[src/rtl/ascii_result_tx.sv]
// Converts an 8-bit adder sum (0..255) into ASCII decimal digits, most significant first,
// with leading zeros suppressed and an optional terminator, one character per valid/ready transfer.
module ascii_result_tx #(
    parameter bit         TERM_EN   = 1'b1,
    parameter logic [6:0] TERM_CHAR = 7'h0D
) (
    input  logic       clk,
    input  logic       rst,
    input  logic       start,
    input  logic [7:0] num_in,
    output logic [6:0] char_out,
    output logic       char_valid,
    input  logic       char_ready,
    output logic       busy,
    output logic       done
);

    typedef enum logic [1:0] {
        IDLE = 2'd0,
        CONV = 2'd1,
        SEND = 2'd2,
        FIN  = 2'd3
    } state_t;

    function automatic logic [3:0] add3(input logic [3:0] nib);
        if (nib >= 4'd5) begin
            add3 = nib + 4'd3;
        end else begin
            add3 = nib;
        end
    endfunction

    function automatic logic [6:0] digit_char(input logic [3:0] nib);
        digit_char = 7'h30 + {3'b000, nib};
    endfunction

    state_t          state_r, state_next_s;
    logic [7:0]      bin_r, bin_next_s;
    logic [11:0]     bcd_r, bcd_next_s;
    logic [3:0]      cnt_r, cnt_next_s;
    logic [3:0][6:0] chars_r, chars_next_s;
    logic [1:0]      last_r, last_next_s;
    logic [1:0]      idx_r, idx_next_s;
    logic [6:0]      char_out_r, char_out_next_s;
    logic            char_valid_r, char_valid_next_s;
    logic            busy_r, busy_next_s;
    logic            done_r, done_next_s;

    logic [19:0]     step_s;
    logic [3:0]      h_s, t_s, u_s;
    logic [3:0][6:0] list_s;
    logic [1:0]      list_last_s;
    logic [1:0]      idx_inc_s;

    // One shift-and-add-3 step over {H,T,U,bin}
    assign step_s    = {add3(bcd_r[11:8]), add3(bcd_r[7:4]), add3(bcd_r[3:0]), bin_r} << 5'd1;
    assign h_s       = step_s[19:16];
    assign t_s       = step_s[15:12];
    assign u_s       = step_s[11:8];
    assign idx_inc_s = idx_r + 2'd1;

    // Character list from the final BCD value; only meaningful on the last conversion step
    always_comb begin
        list_s      = '0;
        list_last_s = 2'd0;
        if (h_s != 4'd0) begin
            list_s[0]   = digit_char(h_s);
            list_s[1]   = digit_char(t_s);
            list_s[2]   = digit_char(u_s);
            list_s[3]   = TERM_CHAR;
            list_last_s = TERM_EN ? 2'd3 : 2'd2;
        end else if (t_s != 4'd0) begin
            list_s[0]   = digit_char(t_s);
            list_s[1]   = digit_char(u_s);
            list_s[2]   = TERM_CHAR;
            list_last_s = TERM_EN ? 2'd2 : 2'd1;
        end else begin
            list_s[0]   = digit_char(u_s);
            list_s[1]   = TERM_CHAR;
            list_last_s = TERM_EN ? 2'd1 : 2'd0;
        end
    end

    // Next-state and next-output logic; outputs are computed here and registered below
    always_comb begin
        state_next_s      = state_r;
        bin_next_s        = bin_r;
        bcd_next_s        = bcd_r;
        cnt_next_s        = cnt_r;
        chars_next_s      = chars_r;
        last_next_s       = last_r;
        idx_next_s        = idx_r;
        char_out_next_s   = char_out_r;
        char_valid_next_s = char_valid_r;
        busy_next_s       = busy_r;
        done_next_s       = 1'b0;
        case (state_r)
            IDLE: begin
                if (start) begin
                    state_next_s = CONV;
                    bin_next_s   = num_in;
                    bcd_next_s   = 12'h000;
                    cnt_next_s   = 4'd8;
                    busy_next_s  = 1'b1;
                end else begin
                    busy_next_s  = 1'b0;
                end
            end
            CONV: begin
                bin_next_s = step_s[7:0];
                bcd_next_s = step_s[19:8];
                cnt_next_s = cnt_r - 4'd1;
                if (cnt_r == 4'd1) begin
                    state_next_s      = SEND;
                    chars_next_s      = list_s;
                    last_next_s       = list_last_s;
                    idx_next_s        = 2'd0;
                    char_out_next_s   = list_s[0];
                    char_valid_next_s = 1'b1;
                end else begin
                    state_next_s      = CONV;
                end
            end
            SEND: begin
                if (char_ready) begin
                    if (idx_r == last_r) begin
                        state_next_s      = FIN;
                        char_valid_next_s = 1'b0;
                        busy_next_s       = 1'b0;
                        done_next_s       = 1'b1;
                    end else begin
                        idx_next_s        = idx_inc_s;
                        char_out_next_s   = chars_r[idx_inc_s];
                    end
                end else begin
                    state_next_s = SEND;
                end
            end
            FIN: begin
                state_next_s = IDLE;
            end
            default: begin
                state_next_s      = IDLE;
                char_valid_next_s = 1'b0;
                busy_next_s       = 1'b0;
            end
        endcase
    end

    // State and datapath registers with synchronous reset
    always_ff @(posedge clk) begin
        if (rst) begin
            state_r      <= IDLE;
            bin_r        <= 8'h00;
            bcd_r        <= 12'h000;
            cnt_r        <= 4'd0;
            chars_r      <= '0;
            last_r       <= 2'd0;
            idx_r        <= 2'd0;
            char_out_r   <= 7'h00;
            char_valid_r <= 1'b0;
            busy_r       <= 1'b0;
            done_r       <= 1'b0;
        end else begin
            state_r      <= state_next_s;
            bin_r        <= bin_next_s;
            bcd_r        <= bcd_next_s;
            cnt_r        <= cnt_next_s;
            chars_r      <= chars_next_s;
            last_r       <= last_next_s;
            idx_r        <= idx_next_s;
            char_out_r   <= char_out_next_s;
            char_valid_r <= char_valid_next_s;
            busy_r       <= busy_next_s;
            done_r       <= done_next_s;
        end
    end

    assign char_out   = char_out_r;
    assign char_valid = char_valid_r;
    assign busy       = busy_r;
    assign done       = done_r;

endmodule
[config.mk]
export PLATFORM = sky130hd
export DESIGN_NAME = ascii_result_tx
export DESIGN_NICKNAME = d
export VERILOG_FILES = /design/src/rtl/ascii_result_tx.sv
export SDC_FILE = /design/constraint.sdc
export NUM_CORES = 1
export LEC_CHECK = 0
export CAP_MARGIN = 40
export CORE_MARGIN = 4
export CORE_UTILIZATION = 58
export DETAILED_ROUTE_END_ITERATION = 6
export PLACE_DENSITY = 0.75
export RECOVER_POWER = 50
export SLEW_MARGIN = 10
export SYNTH_ARGS = -nofsm -noshare
export SYNTH_HDL_FRONTEND = slang
export SYNTH_SLANG_ARGS = --single-unit
[constraint.sdc]
create_clock -name clk -period 2.59 [get_ports clk]
set_input_delay 0.518 -clock clk [delete_from_list [all_inputs] [get_ports clk]]
set_output_delay 0.518 -clock clk [all_outputs]
set_load 0.05 [all_outputs]
==> results.md <==
- Outcome: finished clean
- Achievable frequency: between 400 and 500 MHz
- Mapped Area: 0.002784 mm^2
- Max Cap Viol: 0
- Predominant post-synthesis flop cell: dfxtp_1
- RSZ-0062 raised after global routing: no
- Synth area leader: dfxtp_1
- First-pass GRT wire length: about 10 mm
- Iteration-0 DRC count of the detailed router: between 200 and 250
- Origin of the worst setup path: bcd_r[4]
- Root Driver: clkbuf_8
- Vias in the first global route: roughly 2,200
- Pin count of the biggest net entering global routing: 26
- PnR worst setup slack: between 300 and 400 ps
- Placement Setup Slack: between 300 and 400 ps
- Syn. warnings: 0
- Async S/R FF share, synth: 0%
- CTS Buf Count: 5
- EDFF count, synth: 0
- Core area: ~0.0045 mm^2
- Leakage: ~0.0012 uW
- Hold Path Class: reg2reg
- Critical path, cell by cell: inv_1 -> ha_1 -> nand2b_1 -> o21ai_1 -> a211oi_2 -> a2111oi_4 -> nand2_2 -> o211a_1
- Row cnt: 24
- Seq pwr share: ~52%
- Comb pwr share: ~15%
- P_sw: 432.7 uW
- Critical Path Start Type: flop
- Routed Antenna Nets: 0
- Clk network pwr share: around 33%
- Slowest cell on crit path: a2111oi_4
- DIE HEIGHT: 77.28 um
- Synth area leaders: dfxtp_1 37%, nor2_1 8.2%, a21oi_1 5.6%, ha_1 3.6%, a22oi_1 3.2%
- Total placed instance area: slightly above 0.003 mm^2
- Int Pwr: ~1200 uW
- Total grt overflow: 0
- Layout Nets: ~380
- Die area: between 0.005 and 0.006 mm^2
- Seq/Total Area, Yosys: 37.39%
- Via count: ~2,400
- Total power: about 1700 uW
- TritonRoute pass-1 iters: 4
- Share of cells above drive strength 1: approximately 11%
- Initial antenna violation count: 0
- Die X: just under 80 um
- Worst VDD drop: about 410 uV
- Slew Limit Fails: 0
- CTS hold repair buffers: 0
- CTS tree: done
- RR Startpoint: bcd_r[4]
- IO Pins: 22
- Post-synthesis register bit count: 52
- Antenna cells: 0
- Tcrit/Tclk final: around nine tenths
- Net Sw Frac: a little over a quarter
- Worst-Margin Slew: 831.1 ps
- PostCTS Resize Cnt: 0
- Max H-tree Level: 2
- Layout area overhead: 12.58%
- Worst hold slack: 480.8 ps
- Cell area after layout: approximately 0.0031 mm^2
- CP endpoint kind: flop
- WP data arrival: between 2000 and 2500 ps
- Via-per-instance ratio: 5.929
- GP Congestion: between 0.8 and 0.9
- DRT Wirelength: approximately 6.1 mm
- Post-Syn Nets: 361
- Syn Area/Cell: 8.164 um^2
- WS Path Type: reg2reg
- Clk_lat worst skew: 300 ps
- All-Layer GR Usage: between 20% and 30%
- Critical path required time: about 2800 ps
- Pwr per Cell Area: around 530 mW/mm^2
- Most common cell after layout, fill and taps aside: nor2_1
- Hold path startpoint: bin_r[6]
- Port Buffers: 20
- Longest Clk Path Bufs: 2
- CP max FO: 6
- TNS Setup: 0 ps
- Post-synth top area share: 37.39%
- Headroom to the max-slew limit: between 40% and 50%
- Setup violators final: 0
- Critical Path Max Stage Delay: between 500 and 600 ps
- Hold Fails Final Rpt: 0
- Netlist cell types: 57
- Initial Util: 61.81%
- Num Clock Sinks: between 50 and 60
- Commonest non-fill, non-tap cells in the layout: 61 x nor2_1, 52 x dfxtp_1, 31 x a21oi_1
- Final HPWL DP: about 4.4 mm
- CTS clk-pin slew, worst paths: approximately 90 ps
- Tmin final: 2286 ps
- Postcts setup bufs: 0
- Mapped Cells: ~340
- DR WL/cell: ~15 um
- Clock skew: around 7.0 ps
- Residual DRC count: 0
## stage by stage
stage | std cells | utilization (%)
3_3_place_gp | 401 | 67.36
5_1_grt | 409 | 69.58
6_report | 409 | 69.58
2_1_floorplan | 341 | -
3_5_place_dp | 401 | 67.36
4_1_cts | 409 | 69.75
## final cells by class
class	instances	area, um^2
timing repair buffer	32	282.8
clock buffer	6	72.57
tap	52	65.06
fill	391	1370
clock inverter	2	35.03
sequential	52	1041
inverter	17	63.81
multi-input combinational	248	1574
## worst max-delay path, delay by kind of cell, from the launching register on
family,cells,cell delay [ps]
fa+ha+maj,1,230
simple gates,2,280
buf+inv,1,100
compound gates,4,1130
flops,1,450
## metal layers
| layer | vias to the layer above | global-route usage [%] | wire length (um) | share of wire (%) |
|---|---|---|---|---|
| met5 | - | 0 | 0 | 0 |
| met4 | 0 | 6.228 | 87 | 1.4 |
| met3 | 10 | 4.567 | 307 | 5.0 |
| met2 | 64 | 33.07 | 2875 | 47 |
| met1 | 1121 | 28.96 | 2840 | 46 |
| li1 | 1230 | - | - | - |
## power groups by stage
stage,sequential [uW],clock [uW],combinational [uW]
floorplan,896,0,158
global placement,885,0,243
detailed placement,886,0,246
CTS,867,563,248
global route,872,598,270
finish,867,548,244
## worst paths after layout
path	endpoint	slack [ps]	cells after the start
max	chars_r[10]	300	8
min	bin_r[6]	480	2
max reg2reg	chars_r[10]	300	8
min reg2reg	bin_r[6]	480	2
## cells by family after synthesis
| logic type | after synthesis | synth area share (%) |
|---|---|---|
| AO/OA/AOI/OAI | 105 | 27.06 |
| XOR/XNOR | 5 | 1.573 |
| adder cells (fa/ha/maj) | 8 | 3.596 |
| buffers and inverters | 41 | 6.067 |
| flip-flops | 52 | 37.39 |
| multiplexers | 12 | 4.584 |
| other | 1 | 0.1347 |
| AND/OR/NAND/NOR | 117 | 19.60 |
## synth_stat cells, types with 8 or more instances
cell type	n
nor2_1	61
dfxtp_1	52
a21oi_1	31
inv_1	17
nand2_1	16
clkbuf_1	15
o21ai_0	13
a22oi_1	12
nand2b_1	9
ha_1	8
mux2i_1	8
## flip-flops by register name, summed over array words and instances (netlist names), named ones only
name and count:
chars_r 15, bcd_r 12, bin_r 8, char_out 5, cnt_r 4, idx_r 2, busy 1, char_valid 1
done 1, last_r 1, state_r 1
(Power assumes the default switching activity.)
==> edit 1: new RTL, same flow settings <==
Change the parameter `TERM_EN` from 1'b1 to 1'b0.
--- a/src/rtl/ascii_result_tx.sv
+++ b/src/rtl/ascii_result_tx.sv
@@ -3,3 +3,3 @@
 module ascii_result_tx #(
-    parameter bit         TERM_EN   = 1'b1,
+    parameter bit         TERM_EN   = 1'b0,
     parameter logic [6:0] TERM_CHAR = 7'h0D
Formal check against the unedited RTL: no difference found for any inputs over 10 cycles, from zero or initial values and one cycle with rst high; that may be too few to reach the edited logic, so the function may still have changed.
==> edit 1 against the unedited design <==
  * Final area increased by 5.0%
  * Clock power increased by 3.8%
  * Power increased by 1.0%
  * Sequential cell count unchanged
  * Area after synthesis increased by 6.8%
  * Critical path depth decreased by 1
  * Worst setup slack got worse by 0.0066 ns
  * Wire length increased by 5.8%
  * Global-route usage increased by 1.4 points
  * Fmax decreased by 0.29%
  * Largest power group unchanged
==> edit 1: results <==
[clock_network]
cts_resized = 0
cts.clk_slew.worst_paths_ns = 0.10
clockBufferDepth = 2
clkLatencyLatePin_ns = 0.31
cts_setup_buffers = 0
htreeDepth = 2

[grt]
grt.met2_usage_pct = 34.0
grt_pass1_vias = 2333
grt_first_pass_wirelength_um = 11400
grt.met1_usage_pct = 33.1
use_met3_pct = 4.06
grt_use_total_pct = 22.5
grt_max_degree = 25
grt_busiest_layer = met2
antenna_found_initial = 0

[pwr]
p_leak_nw = 1.18
power.switching_w = 0.000444
vdd_drop_max_v = 0.000446

[yosys]
syn_nets = 372
synthXorXnorAreaFrac_pct = 1.47
synthDistinctLibCells = 61
yosysMostFrequentCell = nor2_1
synth_fa_ha_area_share_pct = 3.37
synth_ff_type = dfxtp_1
synth_area_per_cell_sq_um = 8.45
synthTopCellsByArea = dfxtp_1 (35%), nor2_1 (7.7%), a21oi_1 (5.2%), ha_1 (3.4%), a22oi_1 (2.5%)
yosysSeqAreaShare_pct = 35.0
ys_warn_count = 0
synth_compound_area_share_pct = 26.5
synth.mux.area_fraction_pct = 5.09
async_flop_share_pct = 0
synth_common_cells = nor2_1 (61), dfxtp_1 (52), a21oi_1 (31)

[sta]
clock_skew_ns = 0.00850
worst-slew-pin-transition_ns = 0.805

[worst_setup_path]
slowest_stage = dfxtp_1
cp.arrival_ns = 2.51
reg2reg_slack_ns = 0.30
crit_path_max_fanout = 9
reg2reg_from = bcd_r[8]
critPathMaxStageDelay_ns = 0.52
worstSetupPathType = reg2reg
reg2reg_depth = 7
r2r_end = chars_r[0]

[layout]
top_regs = chars_r (15), bcd_r (12), bin_r (8)
n_antenna_cell = 0
final_nets = 381
layout-drive-gt1-share_pct = 11.6
fin_cells = 429

[placed_design]
dp_cells = 420
dpl_cell_area_sq_um = 3180
numPortBuffers = 20
gp_congestion = 0.838
post-dp-hpwl_um = 4600

[worst_hold_path]
hp-class = reg2reg
whs_path_depth = 2

[status]
outcome = completed

[detailed_routing]
dr.pass1.iters = 4
wl_per_cell_um = 15.1
vias = 2519
drt_iter0_drc = 175
==> edit 1: cell types whose count changed in the layout (fill, tap and decap cells not counted), sizes merged, moves of 3 or more <==
| cell | delta |
|---|---|
| nand2 | -9 |
| a31oi | -3 |
| mux4 | +3 |
| a2111oi | +3 |
| mux2i | -4 |
| nor3 | +5 |
==> edit 1: per-stage QoR <==
step | worst slack, ns | util, %
finish | 0.297 | 67.9
global route | 0.0333 | 67.9
CTS | 0.295 | 67.9
detailed placement | 0.310 | 65.6
global placement | 0.334 | 65.6
floorplan | 0.563 | -
==> edit 1: area by class of cell <==
type                    count  area, sq um
repair buffers             31          275
flip-flops and latches     52         1040
fillers                   438         1560
clock inverters             2         38.8
well taps                  67         83.8
inverters                  15         56.3
multi-input cells         256         1720
clock buffers               6         72.6
==> edit 1: per-layer routing <==
layer	up-vias	routed length (um)
li1	1284	-
met1	1192	3240
met2	37	2960
met3	6	216
met4	0	49
met5	-	0
==> edit 1: worst min-delay path by stage <==
stage                      startpoint     endpoint  slack (ns)
final                     chars_r[15]  chars_r[15]        0.47
after global routing      chars_r[15]  chars_r[15]        0.51
after CTS                 chars_r[15]  chars_r[15]        0.47
after detailed placement  chars_r[15]  chars_r[15]        0.46
after global placement    chars_r[15]  chars_r[15]        0.44
after floorplan           chars_r[15]  chars_r[15]        0.43
==> edit 1: kinds of logic (layout without fill, tap and decap cells) <==
family	count (synthesis)	in the layout
AND/OR/NAND/NOR	124	124
AO/OA/AOI/OAI	107	107
flip-flops	52	52
buffers and inverters	44	54
multiplexers	11	11
adder cells (fa/ha/maj)	8	8
XOR/XNOR	5	5
other	1	1
==> edit 1: worst max-delay path, delay by kind of cell (launching register included) <==
kind | cells | cell delay, ns
flops | 1 | 0.52
compound gates | 4 | 1.04
fa+ha+maj | 1 | 0.35
buf+inv | 1 | 0.08
simple gates | 1 | 0.20
==> edit 1: power by group through the flow <==
| stage | Combinational (W) | Clock, W | Sequential (W) |
|---|---|---|---|
| after floorplan | 0.000159 | 0 | 0.000893 |
| after global placement | 0.000239 | 0 | 0.000883 |
| after detailed placement | 0.000242 | 0 | 0.000883 |
| after CTS | 0.000243 | 0.000583 | 0.000865 |
| after global routing | 0.000270 | 0.000621 | 0.000871 |
| final | 0.000243 | 0.000569 | 0.000865 |
==> edit 2: new RTL, same flow settings <==
Made on the original files. The 4 states of `state_t` get a one-hot encoding in 4 bits.
--- a/src/rtl/ascii_result_tx.sv
+++ b/src/rtl/ascii_result_tx.sv
@@ -17,7 +17,7 @@
 
-    typedef enum logic [1:0] {
-        IDLE = 2'd0,
-        CONV = 2'd1,
-        SEND = 2'd2,
-        FIN  = 2'd3
+    typedef enum logic [3:0] {
+        IDLE = 4'b0001,
+        CONV = 4'b0010,
+        SEND = 4'b0100,
+        FIN  = 4'b1000
     } state_t;
Behaviour: no difference found for any inputs over 10 cycles, from zero or initial values and one cycle with rst high; not proved beyond that.
==> edit 2 against the unedited design <==
  * Worst hold slack worse by 0.022 ns
  * Sequential cell count increased by 2
  * Critical path depth stayed put
  * Wire length is 3.8% lower
  * Critical endpoint is now char_out[0]
  * Non-clock buffer count down 1
  * Worst setup slack worse by 0.049 ns
  * Area after synthesis fell by 1.9%
  * Synthesized cell count shrank 2.9%
  * Final area is 2.0% lower
Power is not compared: it rests on default switching activity, and its combinational part moved more than twofold at a synthesized area within 25%.
==> edit 2: results <==
[layout]
final_nets = 368
nFillCells = 377
fin_cells = 401
multi_input_area_sq_um = 1530
layout-drive-gt1-share_pct = 8.60

[sta]
clock_skew_ns = 0.00633
maxSlewHeadroom_pct = 42.8

[yosys]
yosysTopAreaCellShare_pct = 39.6
yosysSeqAreaShare_pct = 39.6
syn_nets = 351
synthDistinctLibCells = 50
synth_common_cells = dfxtp_1 (54), a21oi_1 (39), nor2_1 (37)
synth_area_per_cell_sq_um = 8.25
synthTopCellsByArea = dfxtp_1 (40%), a21oi_1 (7.1%), nor2_1 (5.1%), nand2_1 (4.0%), ha_1 (3.7%)
async_flop_share_pct = 0
synth_ff_type = dfxtp_1

[clock_network]
clockBufferDepth = 2
htreeDepth = 2

[placed_design]
numPortBuffers = 20
post-place-ws_ns = 0.177
dp_cells = 393
dpl_cell_area_sq_um = 2990
gp_congestion = 0.844
post-dp-hpwl_um = 4230

[status]
outcome = completed

[grt]
grt.met2_usage_pct = 35.0
grt.met1_usage_pct = 27.9
use_met3_pct = 4.37
grt_max_degree = 42
grt_use_total_pct = 21.2
grt_pass1_vias = 2234
grt_first_pass_wirelength_um = 10400

[detailed_routing]
vias = 2418
drt_iter0_drc = 168
wl_per_cell_um = 14.7

[worst_setup_path]
crit_path_max_fanout = 10
cp.arrival_ns = 2.55
[edit 2: cell count changes after synthesis, moves of 4 or more]
cell     unedited run  this run
nor2_1             61        37
nand2_1            16        29
nand3_1             6        15
a21oi_1            31        39
inv_1              17        10
a31oi_1             5        10
o21ai_0            13        18
a22oi_1            12         8
and2_1              5         1
mux2i_1             8         4
o221a_2             5         1
[edit 2: cell type report]
cell class / count / share of cell area, %
Clock buffer: 6 / 2.36
Clock inverter: 2 / 0.448
Inverter: 10 / 1.22
Multi-Input combinational cell: 246 / 49.7
Sequential cell: 54 / 35.2
Tap cell: 52 / 2.12
Timing Repair Buffer: 31 / 9.00
[edit 2: cell families after synthesis]
logic type | synth area share, %
AOI/OAI and AO/OA | 22.7
xor gates and xnor gates | 2.57
adders and majority gates | 3.66
buffers and inverters | 4.90
DFF | 39.6
muxes | 4.35
other | 0.137
and+or+nand+nor | 22.1
[edit 2: path summary, 6_finish.rpt]
kind | from | end | slack [ns] | cells after the start
setup reg to reg | bcd_r[8] | char_out[0] | 0.25 | 8
hold / removal | chars_r[15] | chars_r[15] | 0.46 | 2
setup / recovery | bcd_r[8] | char_out[0] | 0.25 | 8
hold reg to reg | chars_r[15] | chars_r[15] | 0.46 | 2
[edit 2: metal layers]
| metal | up-vias | wire [um] |
|---|---|---|
| met2 | 50 | 2770 |
| met4 | 0 | 69 |
| li1 | 1215 | - |
| met3 | 7 | 293 |
| met5 | - | 0 |
| met1 | 1146 | 2750 |
[edit 2: critical path, stage by stage (launching register included)]
cell	delay [ns]
dfxtp_1	0.35
inv_1	0.10
ha_1	0.25
nand2b_2	0.10
a21oi_4	0.20
mux2i_1	0.17
or4b_4	0.62
o21a_1	0.24
a211oi_2	0.21
